===== config.mk =====
export PLATFORM = sky130hd
export DESIGN_NAME = pong_score
export DESIGN_NICKNAME = d
export VERILOG_FILES = /design/src/rtl/pong_score.sv
export SDC_FILE = /design/constraint.sdc
export NUM_CORES = 1
export LEC_CHECK = 0
export ABC_CLOCK_PERIOD_IN_PS = 2700
export BUFFER_PORTS_ARGS = -buffer_cell sky130_fd_sc_hd__buf_2
export CORE_MARGIN = 10
export CORE_UTILIZATION = 50
export DETAILED_ROUTE_END_ITERATION = 12
export GPL_TIMING_DRIVEN = 0
export PLACE_DENSITY = 0.77
export SLEW_MARGIN = 20
export SYNTH_ARGS = -nofsm -noshare
export SYNTH_HDL_FRONTEND = slang
export SYNTH_SLANG_ARGS = --single-unit

===== constraint.sdc =====
create_clock -name clk -period 2.7 [get_ports clk]
set_input_delay 0.54 -clock clk [delete_from_list [all_inputs] [get_ports clk]]
set_output_delay 0.54 -clock clk [all_outputs]
set_load 0.05 [all_outputs]

===== src/rtl/pong_score.sv =====
// pong_score: two-player 2-digit BCD scoreboard with PLAY/OVER game-end FSM.
// Optional SCORE_EDGE_DET_EN: qualify point inputs on rising edges only.
module pong_score #(
  parameter int WIN_SCORE = 11
) (
  input  logic       clk,
  input  logic       reset,
  input  logic       clr,
  input  logic       point_l,
  input  logic       point_r,
  output logic [3:0] dig3,
  output logic [3:0] dig2,
  output logic [3:0] dig1,
  output logic [3:0] dig0,
  output logic       game_over,
  output logic [1:0] winner,
  output logic       score_tick
);
  typedef enum logic {PLAY, OVER} state_t;
  localparam logic [7:0] WIN_BCD = {4'(WIN_SCORE / 10), 4'(WIN_SCORE % 10)};
  state_t     r_state, w_next;
  logic [7:0] r_l, r_r, w_nl, w_nr;
  logic [1:0] r_winner, w_winner;
  logic       r_tick, w_pl, w_pr, w_en_l, w_en_r, w_win_l, w_win_r;
  function automatic logic [7:0] bcd_inc(input logic [7:0] s);
    return s == 8'h99 ? s : s[3:0] == 4'd9 ? {s[7:4] + 4'd1, 4'd0} : {s[7:4], s[3:0] + 4'd1};
  endfunction
`ifdef SCORE_EDGE_DET_EN
  logic r_prev_l, r_prev_r;
  always_ff @(posedge clk or posedge reset)
    if (reset) begin
      r_prev_l <= 1'b0;
      r_prev_r <= 1'b0;
    end else begin
      r_prev_l <= point_l;
      r_prev_r <= point_r;
    end
  assign w_pl = point_l & ~r_prev_l;
  assign w_pr = point_r & ~r_prev_r;
`else
  assign w_pl = point_l;
  assign w_pr = point_r;
`endif
  always_comb begin
    w_en_l   = w_pl && r_state == PLAY && r_l != 8'h99;
    w_en_r   = w_pr && r_state == PLAY && r_r != 8'h99;
    w_nl     = w_en_l ? bcd_inc(r_l) : r_l;
    w_nr     = w_en_r ? bcd_inc(r_r) : r_r;
    w_win_l  = w_nl == WIN_BCD;
    w_win_r  = w_nr == WIN_BCD;
    w_next   = clr ? PLAY : (r_state == PLAY && (w_win_l || w_win_r)) ? OVER : r_state;
    w_winner = clr ? 2'b00 : (r_state == PLAY && w_next == OVER) ? {w_win_r, w_win_l} : r_winner;
  end
  always_ff @(posedge clk or posedge reset)
    if (reset) begin
      r_state  <= PLAY;
      r_l      <= 8'h00;
      r_r      <= 8'h00;
      r_winner <= 2'b00;
      r_tick   <= 1'b0;
    end else begin
      r_state  <= w_next;
      r_winner <= w_winner;
      r_l      <= clr ? 8'h00 : w_nl;
      r_r      <= clr ? 8'h00 : w_nr;
      r_tick   <= !clr && (w_en_l || w_en_r);
    end
  assign {dig3, dig2} = r_l;
  assign {dig1, dig0} = r_r;
  assign game_over    = r_state == OVER;
  assign winner       = r_winner;
  assign score_tick   = r_tick;
endmodule


* Word-level counts from Yosys, hierarchy flattened
Index checks and enable logic that the tools add are counted.
** Cells by class
- Add/subtract/negate cells :: 4
- Equality and inequality tests :: 8
- Multiplexer cells :: 12
- Bitwise gates (word level) :: 1
- Reductions and logical operators :: 11
** Operators by type and width (count)
- $mux 8 :: 8
- $add 4x1->4 const B :: 4
- $eq 8x5->1 const B :: 2
- $eq 8x8->1 const B :: 2
- $ne 8x8->1 const B :: 2
- $eq 4x4->1 const B :: 2
- $logic_and 1x1->1 :: 7
- $mux 2 :: 2
- $logic_or 1x1->1 :: 2
- $mux 1 :: 2
- $reduce_bool 2->1 :: 1
- $logic_not 1->1 :: 1
- $not 1->1 :: 1
** Storage, ports and cells
- Flip-flop bits (word level) :: 20
- Input port bits :: 5
- Output and inout port bits :: 20
- Word-level logic and storage cells :: 41

* Logic depth before layout (Yosys ltp)
Gate-level depths: netlist of run 1.
- Depth after elaboration :: 12
- Gate-level depth with buffers :: 9
- Mapped depth without buffers :: 8

* Worst setup path before layout of run 1
OpenSTA, ideal clock, no wires.
- Kind :: reg-to-reg
- Start point :: register r_l[0]
- End point :: register r_winner[1], in the netlist winner[1]
- Setup time :: 120 ps
- Arrival time :: 2318 ps
- Data required time :: 2580 ps
- Setup slack :: 262 ps
- Stages on the path, launching flop included :: 9
- Path buffers :: 1
- Clock period less this slack :: 2438 ps
- Cell sequence :: dfrtp_1 ha_1 and3b_1 and3_1 buf_4 a41oi_2 or4_4 nand2b_4 a31o_1
** Between the ends
- Cells in the longest elaborated chain, start to end :: 11
- Elaborated cells between the ends (all ways) :: 15
- Classes of those cells :: add/sub: 1; eq/ne: 4; mux: 5; reduce/logical: 5
** RTL lines
- start, declared :: line 22 : logic [7:0] r_l, r_r, w_nl, w_nr;
- start signal, assigned :: line 64 : r_l <= clr ? 8'h00 : w_nl;
- $add 4x1->4 or $eq 4x4->1 (tied branches) :: line 26 : return s == 8'h99 ? s : s[3:0] == 4'd9 ? {s[7:4] + 4'd1, 4'd0} : {s[7:4], s[3:0] + 4'd1};
- $mux 8 (2 in a row) :: line 26
- $mux 8 * :: line 47 : w_nl = w_en_l ? bcd_inc(r_l) : r_l;
- $eq 8x5->1 * :: line 49 : w_win_l = w_nl == WIN_BCD;
- $logic_or 1x1->1 * :: line 51 : w_next = clr ? PLAY : (r_state == PLAY && (w_win_l || w_win_r)) ? OVER : r_state;
- $logic_and 1x1->1 * :: line 51
- $mux 1 * (2 in a row) :: line 51
- $logic_and 1x1->1 * :: line 52 : w_winner = clr ? 2'b00 : (r_state == PLAY && w_next == OVER) ? {w_win_r, w_win_l} : r_winner;
- $reduce_bool 2->1 (no source line) *
- end signal, assigned :: line 63 : r_winner <= w_winner;
- end, declared :: line 23 : logic [1:0] r_winner, w_winner;
Every way passes the cells marked *; elsewhere a longest branch is shown, timed or not.
A chain may end at the register's enable or synchronous reset.

* Worst setup path after layout of run 1
Same ends and word-level chain as after synthesis.

==> flow_metrics.py, run 1 <==
metrics = {
    "run_status": {
        "outcome": "complete, no violations",
    },
    "critical_path": {
        "cp.depth": 8,
        "critPathLaunchType": "register",
        "crit_chain": "ha_1 > and3b_1 > and3_1 > buf_4 > a41oi_2 > or4_4 > nand2b_4 > a31o_1",
        "startpoint": "r_l[0]",
        "worstRegToRegCells": 8,
        "worstPathRequired_ns": 2.91,
        "worst_ep_arrival_time_ns": 2.50,
        "crit_path_end": "winner[1]",
        "critPathCaptureType": "register",
        "critPathMaxFanout": 8,
        "rrSetupSlack_ns": 0.41,
        "reg2reg_to": "winner[1]",
        "path_class": "reg2reg",
        "critPathTopFamily": "simple AND/OR/NAND/NOR gates",
        "path_buf_inv": 1,
        "cpPeakStageDelay_ns": 0.51,
        "r2r-start": "r_l[0]",
        "crit_slowest_cell": "dfrtp_1",
    },
    "yosys": {
        "synthArstFlopShare": 1.00,
        "netlist_top_cells_area": "dfrtp_1 38%, ha_1 7.7%, nor2_1 4.9%",
        "syn_avg_cell_area_um2": 9.67,
        "netlist.area_leader.share": 0.384,
        "netlist_area_um2": 1310,
        "synth-edff-count": 0,
        "yosys_warnings": 0,
        "synth_nets": 148,
        "netlist_instances": 135,
        "synthTopCellsByCount": "20 x dfrtp_1, 17 x nor2_1, 11 x a21oi_1, 8 x ha_1, 8 x inv_1",
        "synth_ff_type": "dfrtp_1",
        "synth_seq_cells": 20,
        "synth.most_common_cell": "dfrtp_1",
        "synth_top_area_cell": "dfrtp_1",
        "ys_seq_area_frac": 0.384,
        "ys_types": 44,
    },
    "flow_run": {
        "drv_cap": 0,
    },
    "place": {
        "gp_congestion": 0.750,
        "dp_slack_ns": 0.462,
        "portBuffers": 24,
        "dp_hpwl_um": 2190,
    },
    "clock_network": {
        "cts-resized-gates": 0,
        "clock_latency_ns": 0.31,
        "hold_buffers": 0,
        "clockRootBuffer": "clkbuf_4",
        "cts_setup_buffers": 0,
        "cts_tree": "done",
        "cts_max_level": 1,
        "cts_buffers": 3,
        "cts_max_path_buffers": 2,
        "cts_num_sinks": 20,
        "clk_pin_slew_ns": 0.12,
    },
    "power_and_ir_drop": {
        "powerDensity_nw_per_um2": 426,
        "cellLeakagePower_nw": 0.741,
        "irDropWorstVdd_mv": 0.426,
    },
    "drt": {
        "vias": 1086,
        "wl_per_cell_um": 15.2,
        "viasPerCell": 5.63,
        "route.antenna.remaining_nets": 0,
        "wirelength_um": 2940,
        "drt_iter0_markers": 86,
        "dr.pass1.iters": 4,
        "drcViolationCount": 0,
    },
    "finish": {
        "postLayoutCoreUtil": 0.612,
        "antenna_cells": 0,
        "finalNetCount": 177,
        "drive_above_1_share": 0.221,
        "area_growth_pct": 16.1,
        "n_fill_cell": 217,
    },
    "min_path": {
        "min_path_type": "in2async",
    },
    "timing": {
        "tightest_slew_ns": 0.766,
        "slew_viol_final": 0,
        "relSlewSlack": 0.489,
        "fin_crit_ns": 2.29,
        "final-setup-viol-count": 0,
        "period_share": 0.849,
        "hold_viol_final": 0,
        "setup-tns-final_ns": 0,
        "fin_skew_ns": 0.00447,
        "setup_slack_ns": 0.407,
        "rsz0062_at_grt": "false",
        "maxClockFrequency_ghz": 0.436,
    },
    "global_route": {
        "antenna_found_initial": 0,
        "grt_pass1_vias": 1098,
        "overflow": 0,
        "grtUsageTotal": 0.118,
        "grt_pass1_wl_um": 5020,
        "grt_max_degree": 21,
    },
    "floorplanning": {
        "start_util": 0.527,
        "core_um2": 2480,
        "io_pins": 25,
        "die-area_um2": 5050,
        "fp.dieW_um": 71.1,
        "rows": 18,
        "die_h_um": 71.1,
    },
}
[stage by stage]
stage | instance area [um2] | instances | hold slack (ns) | total power, mW
after floorplan | 1310 | 135 | 0.504 | 0.377
after global placement | 1460 | 189 | 0.496 | 0.398
after detailed placement | 1460 | 189 | 0.505 | 0.400
after CTS | 1520 | 193 | 0.372 | 0.653
after global routing | 1520 | 193 | 0.388 | 0.676
final | 1520 | 193 | 0.346 | 0.645
[logic make-up after synthesis]
group                    after synthesis  share of synthesized area
buffers and inverters                 11                     0.0345
XOR/XNOR                               7                     0.0470
AO/OA/AOI/OAI                         28                      0.164
AND/OR/NAND/NOR                       57                      0.262
multiplexers                           4                     0.0326
flip-flops                            20                      0.384
adder cells (fa/ha/maj)                8                     0.0767
[power by group]
group / total (mW) / internal, mW / switching (mW)
combinational: 0.0803 / 0.0243 / 0.0560
sequential: 0.314 / 0.305 / 0.00913
clock: 0.251 / 0.150 / 0.101
total: 0.645 / 0.479 / 0.166
[routing by layer]
metal  track usage  part of all wire  vias up
li1              -                 -      546
met1         0.141              0.46      522
met4        0.0258            0.0044        0
met5             0                 0        -
met2         0.192              0.48       16
met3        0.0488             0.057        2
[worst min path at each step]
stage	from	to	slack, ns	cells past startpoint
floorplan	reset	game_over	0.50	1
global placement	winner[1]	winner[1]	0.50	1
detailed placement	winner[1]	winner[1]	0.51	1
CTS	reset	winner[0]	0.37	2
global route	reset	r_l[4]	0.39	2
finish	reset	r_l[6]	0.35	2
[placed cells by master (no fill, tap or decap), types with 2 or more instances in the layout]
master / synthesis / layout
and3_1: 3 / 3
nand2b_1: 2 / 2
clkbuf_4: 0 / 3
a21oi_1: 11 / 11
and2_1: 2 / 2
nor3_1: 4 / 4
nand3b_1: 6 / 6
a31o_1: 2 / 2
clkbuf_1: 2 / 2
nand3_1: 4 / 4
nand4_1: 2 / 2
ha_1: 8 / 8
and3b_1: 2 / 2
nand2_1: 6 / 6
xor2_1: 5 / 5
a311oi_1: 2 / 2
nor2_1: 17 / 17
xnor2_1: 2 / 2
dfrtp_1: 20 / 20
buf_2: 0 / 24
inv_1: 8 / 8
mux2i_1: 2 / 2
o21ai_1: 2 / 2
[state kept, by name, indices dropped and copies added, names as in the netlist]
name,count
score_tick,1
r_l,8
game_over,1
r_r,8
winner,2
[final cells by class]
cell class | instances | area [um2] | share of cell area
Tap cell | 30 | 37.5 | 0.0248
Clock buffer | 3 | 22.5 | 0.0149
Buffer | 3 | 15.0 | 0.00991
Timing Repair Buffer | 24 | 120 | 0.0793
Clock inverter | 1 | 30.0 | 0.0198
Sequential cell | 20 | 500 | 0.330
Multi-Input combinational cell | 104 | 759 | 0.501
Inverter | 8 | 30.0 | 0.0198
Note: power is estimated with default switching activity, not from simulation.
==> run 2: changes to the inputs <==
--- a/config.mk
+++ b/config.mk
@@ -5,13 +5,13 @@
 export SDC_FILE = /design/constraint.sdc
 export NUM_CORES = 1
 export LEC_CHECK = 0
-export ABC_CLOCK_PERIOD_IN_PS = 2700
+export ABC_CLOCK_PERIOD_IN_PS = 1950
 export BUFFER_PORTS_ARGS = -buffer_cell sky130_fd_sc_hd__buf_2
 export CORE_MARGIN = 10
-export CORE_UTILIZATION = 50
+export CORE_UTILIZATION = 49
 export DETAILED_ROUTE_END_ITERATION = 12
 export GPL_TIMING_DRIVEN = 0
-export PLACE_DENSITY = 0.77
+export PLACE_DENSITY = 0.79
 export SLEW_MARGIN = 20
 export SYNTH_ARGS = -nofsm -noshare
 export SYNTH_HDL_FRONTEND = slang
==> constraint.sdc (replaced) <==
create_clock -name clk -period 1.95 [get_ports clk]
set_input_delay 0.39 -clock clk [delete_from_list [all_inputs] [get_ports clk]]
set_output_delay 0.39 -clock clk [all_outputs]
set_load 0.05 [all_outputs]
==> flow_metrics.py, run 2 (synthesis gave the netlist of run 1 again) <==
metrics = {
    "critical_path": {
        "critPathCaptureType": "register",
        "path_buf_inv": 0,
        "critPathTopFamily": "simple AND/OR/NAND/NOR gates",
        "cpPeakStageDelay_ns": 0.53,
        "reg2reg_to": "winner[1]",
        "r2r-start": "r_l[0]",
        "crit_slowest_cell": "dfrtp_4",
        "critPathMaxFanout": 5,
        "critPathLaunchType": "register",
        "worst_ep_arrival_time_ns": 2.37,
        "crit_chain": "ha_4 > and3b_2 > a311oi_2 > a41oi_2 > or4_4 > nand2b_4 > a31o_1",
        "worstPathRequired_ns": 2.15,
        "path_class": "reg2reg",
        "worstRegToRegCells": 7,
        "rrSetupSlack_ns": -0.22,
    },
    "finish": {
        "layout_common_cells": "24 x buf_2, 17 x nor2_1, 15 x buf_4",
        "final_common_cell": "buf_2",
        "final_cells": 210,
        "n_fill_cell": 192,
        "antenna_cells": 0,
        "area_growth_pct": 32.0,
        "drive_above_1_share": 0.417,
        "finalNetCount": 194,
    },
    "flow_run": {
        "drv_cap": 0,
    },
    "place": {
        "portBuffers": 24,
        "gp_congestion": 0.888,
        "dp_hpwl_um": 2350,
        "dp_cells": 189,
    },
    "global_route": {
        "overflow": 0,
        "antenna_found_initial": 0,
        "grt_pass1_wl_um": 5700,
        "grt_pass1_vias": 1254,
        "gr-usage-met2": 0.216,
        "grt_max_degree": 21,
        "grtUsageTotal": 0.133,
        "use_met3": 0.0565,
        "grt-busiest-layer": "met2",
        "use_met1": 0.148,
    },
    "timing": {
        "maxClockFrequency_ghz": 0.461,
        "fin_crit_ns": 2.17,
        "fin_skew_ns": 0.0105,
        "setup_slack_ns": -0.220,
        "relSlewSlack": 0.489,
        "rsz0062_at_grt": "true",
        "hold_viol_final": 0,
        "final-setup-viol-count": 3,
        "tightest_slew_ns": 0.765,
        "period_share": 1.11,
        "slew_viol_final": 0,
    },
    "power_and_ir_drop": {
        "total_power_uw": 831,
        "powerDensity_nw_per_um2": 482,
        "irDropWorstVdd_mv": 0.482,
        "cellLeakagePower_nw": 0.808,
    },
    "floorplanning": {
        "core_um2": 2500,
        "die_h_um": 71.6,
        "rows": 18,
        "io_pins": 25,
        "fp.dieW_um": 71.6,
        "start_util": 0.522,
        "die-area_um2": 5130,
    },
    "run_status": {
        "outcome": "finished with violations",
        "violations": "negative setup slack",
    },
    "drt": {
        "wl_per_cell_um": 16.6,
        "viasPerCell": 5.81,
        "drt_iter0_markers": 79,
        "drcViolationCount": 0,
        "dr.pass1.iters": 4,
        "vias": 1220,
        "route.antenna.remaining_nets": 0,
        "wirelength_um": 3480,
    },
    "clock_network": {
        "clockRootBuffer": "clkbuf_4",
        "cts_max_path_buffers": 2,
        "cts_tree": "done",
        "clk_pin_slew_ns": 0.12,
        "clock_latency_ns": 0.30,
        "cts_buffers": 3,
        "cts_num_sinks": 20,
        "cts_max_level": 1,
    },
    "min_path": {
        "min_path_type": "in2async",
    },
}
==> run 2: final cells by class <==
cell class,instances,area [um2],area share
buffer,2,7.51,0.00436
clock buffer,4,36.3,0.0211
inverter,8,30.0,0.0174
multi-input combinational,104,827,0.480
sequential,20,518,0.301
tap,30,37.5,0.0218
timing repair buffer,42,267,0.155
==> run 2: how the worst max path moves through the flow <==
stage               slack, ns  cells after the start   endpoint    from
global placement        -0.24                      7  winner[1]  r_l[0]
global route            -0.31                      7  winner[1]  r_l[0]
floorplan               -0.27                      9  winner[1]  r_l[1]
CTS                     -0.23                      7  winner[1]  r_l[0]
detailed placement      -0.25                      7  winner[1]  r_l[0]
finish                  -0.22                      7  winner[1]  r_l[0]
==> run 2: per-layer routing <==
layer  share of wire  vias to the layer above
li1                -                      578
met1            0.41                      592
met2            0.50                       44
met3           0.076                        6
met4           0.013                        0
met5               0                        -
==> run 2: timing repair <==
action                                  CTS  global route
endpoints found under the setup margin    3             3
pin swaps                                 3             6
setup buffers                            11             7
resized for setup                         6             5
hold buffers                              0             0
==> run 2: where the power goes <==
part | internal (mW) | leakage [nW] | switching (mW)
clock | 0.114 | 0.0210 | 0.126
sequential | 0.425 | 0.259 | 0.0121
combinational | 0.0615 | 0.528 | 0.0933
==> run 2: metrics by stage <==
| step | area (um2) | worst slack (ns) | hold slack (ns) | util | TNS (ns) |
|---|---|---|---|---|---|
| 2_1_floorplan | 1360 | -0.268 | 0.353 | - | -0.457 |
| 3_3_place_gp | 1520 | -0.235 | 0.491 | 0.608 | -0.388 |
| 3_5_place_dp | 1520 | -0.254 | 0.526 | 0.608 | -0.475 |
| 4_1_cts | 1660 | -0.227 | 0.223 | 0.666 | -0.524 |
| 5_1_grt | 1720 | -0.305 | 0.250 | 0.689 | -0.813 |
| 6_report | 1720 | -0.220 | 0.202 | 0.689 | -0.525 |
==> run 2: worst register-to-register path: stages (launching register included) <==
cell,delay (ns)
dfrtp_4,0.53
ha_4,0.18
and3b_2,0.21
a311oi_2,0.24
a41oi_2,0.08
or4_4,0.45
nand2b_4,0.16
a31o_1,0.21
==> run 3: changes to the inputs <==
--- a/config.mk
+++ b/config.mk
@@ -11,6 +11,7 @@
 export CORE_UTILIZATION = 49
 export DETAILED_ROUTE_END_ITERATION = 12
 export GPL_TIMING_DRIVEN = 0
+export MAX_ROUTING_LAYER = met4
 export PLACE_DENSITY = 0.79
 export SLEW_MARGIN = 20
 export SYNTH_ARGS = -nofsm -noshare
==> flow_metrics.py, run 3 (synthesis gave the netlist of run 1 again) <==
metrics = {
    "floorplanning": {
        "fp.dieW_um": 71.6,
        "die-area_um2": 5130,
        "rows": 18,
        "core_um2": 2500,
        "io_pins": 25,
        "die_h_um": 71.6,
        "start_util": 0.522,
    },
    "finish": {
        "area_growth_pct": 32.0,
        "n_fill_cell": 192,
        "layout_common_cells": "24 x buf_2, 17 x nor2_1, 15 x buf_4",
        "finalNetCount": 194,
        "antenna_cells": 0,
        "postLayoutCoreUtil": 0.689,
        "final_common_cell": "buf_2",
        "drive_above_1_share": 0.417,
    },
    "place": {
        "dp_slack_ns": -0.254,
        "portBuffers": 24,
        "gp_congestion": 0.903,
        "dp_hpwl_um": 2350,
    },
    "clock_network": {
        "clk_pin_slew_ns": 0.12,
        "cts_num_sinks": 20,
        "cts_buffers": 3,
        "cts_max_path_buffers": 2,
        "clockRootBuffer": "clkbuf_4",
        "cts_tree": "done",
        "hold_buffers": 0,
        "clock_latency_ns": 0.30,
        "cts_max_level": 1,
    },
    "timing": {
        "period_share": 1.11,
        "setup_slack_ns": -0.222,
        "fin_skew_ns": 0.0112,
        "whs_ns": 0.200,
        "slew_viol_final": 0,
        "fin_crit_ns": 2.17,
        "tightest_slew_ns": 0.765,
        "setup-tns-final_ns": -0.522,
        "rsz0062_at_grt": "true",
        "hold_viol_final": 0,
        "relSlewSlack": 0.489,
        "maxClockFrequency_ghz": 0.460,
        "final-setup-viol-count": 3,
    },
    "critical_path": {
        "critPathTopFamily": "simple AND/OR/NAND/NOR gates",
        "cp.depth": 7,
        "worstRegToRegCells": 7,
        "crit_chain": "ha_4 > and3b_2 > a311oi_2 > a41oi_2 > or4_4 > nand2b_4 > a31o_1",
        "path_class": "reg2reg",
        "critPathLaunchType": "register",
        "worstPathRequired_ns": 2.15,
        "crit_slowest_cell": "dfrtp_4",
        "critPathCaptureType": "register",
        "rrSetupSlack_ns": -0.22,
        "path_buf_inv": 0,
        "critPathMaxFanout": 5,
        "cpPeakStageDelay_ns": 0.53,
        "worst_ep_arrival_time_ns": 2.38,
    },
    "global_route": {
        "grt_pass1_vias": 1255,
        "use_met1": 0.156,
        "grt_max_degree": 21,
        "gr-usage-met2": 0.216,
        "grtUsageTotal": 0.136,
        "grt_pass1_wl_um": 5700,
        "grt-busiest-layer": "met2",
        "antenna_found_initial": 0,
        "use_met3": 0.0427,
        "overflow": 0,
    },
    "power_and_ir_drop": {
        "irDropWorstVdd_mv": 0.484,
        "powerDensity_nw_per_um2": 483,
        "total_power_uw": 832,
        "cellLeakagePower_nw": 0.808,
    },
    "drt": {
        "viasPerCell": 5.75,
        "drt_iter0_markers": 66,
        "vias": 1208,
        "drcViolationCount": 0,
        "dr.pass1.iters": 4,
        "wl_per_cell_um": 16.6,
        "wirelength_um": 3480,
        "route.antenna.remaining_nets": 0,
    },
    "flow_run": {
        "drv_cap": 0,
    },
    "run_status": {
        "outcome": "finished with violations",
        "violations": "negative setup slack",
    },
    "min_path": {
        "min_path_type": "in2async",
    },
}
==> run 3: where the power goes <==
| group | switching (mW) | internal, mW | leakage [nW] |
|---|---|---|---|
| Clock | 0.127 | 0.114 | 0.0210 |
| Sequential | 0.0121 | 0.425 | 0.259 |
| Combinational | 0.0933 | 0.0616 | 0.528 |
| Total | 0.232 | 0.600 | 0.808 |
==> run 3: what timing repair did <==
action,CTS,global route
gates resized for setup,6,5
endpoints found under the hold margin,0,0
setup endpoints to repair,3,3
pin swaps,3,6
gates cloned,0,0
setup buffers,11,7
==> run 3: final cells by class <==
| type | count | area, um2 | area share |
|---|---|---|---|
| sequential | 20 | 518 | 0.301 |
| multi-input combinational | 104 | 827 | 0.480 |
| tap | 30 | 37.5 | 0.0218 |
| timing repair buffer | 42 | 267 | 0.155 |
| clock buffer | 4 | 36.3 | 0.0211 |
| buffer | 2 | 7.51 | 0.00436 |
| inverter | 8 | 30.0 | 0.0174 |
==> run 3: worst reg2reg max path, stage by stage (launching register included) <==
cell and delay (ns):
dfrtp_4 0.53, ha_4 0.18, and3b_2 0.21, a311oi_2 0.24, a41oi_2 0.08, or4_4 0.45
nand2b_4 0.16, a31o_1 0.21
==> run 3: routing by layer <==
layer	wire, um	vias up
met4	44	0
met3	173	6
met1	1500	591
met2	1760	35
met5	0	-
li1	-	576
==> run 3: through the flow <==
| stage | cell area [um2] | cells |
|---|---|---|
| 2_1_floorplan | 1360 | 135 |
| 3_3_place_gp | 1520 | 189 |
| 3_5_place_dp | 1520 | 189 |
| 4_1_cts | 1660 | 204 |
| 5_1_grt | 1720 | 210 |
| 6_report | 1720 | 210 |
==> run 3: worst paths after layout <==
kind / start / endpoint
setup reg to reg: r_l[0] / winner[1]
min in group clk: point_r / r_r[2]
hold / removal: reset / winner[0]
hold reg to reg: winner[1] / winner[1]
max in group asynchronous: reset / r_r[0]
setup / recovery: r_l[0] / winner[1]
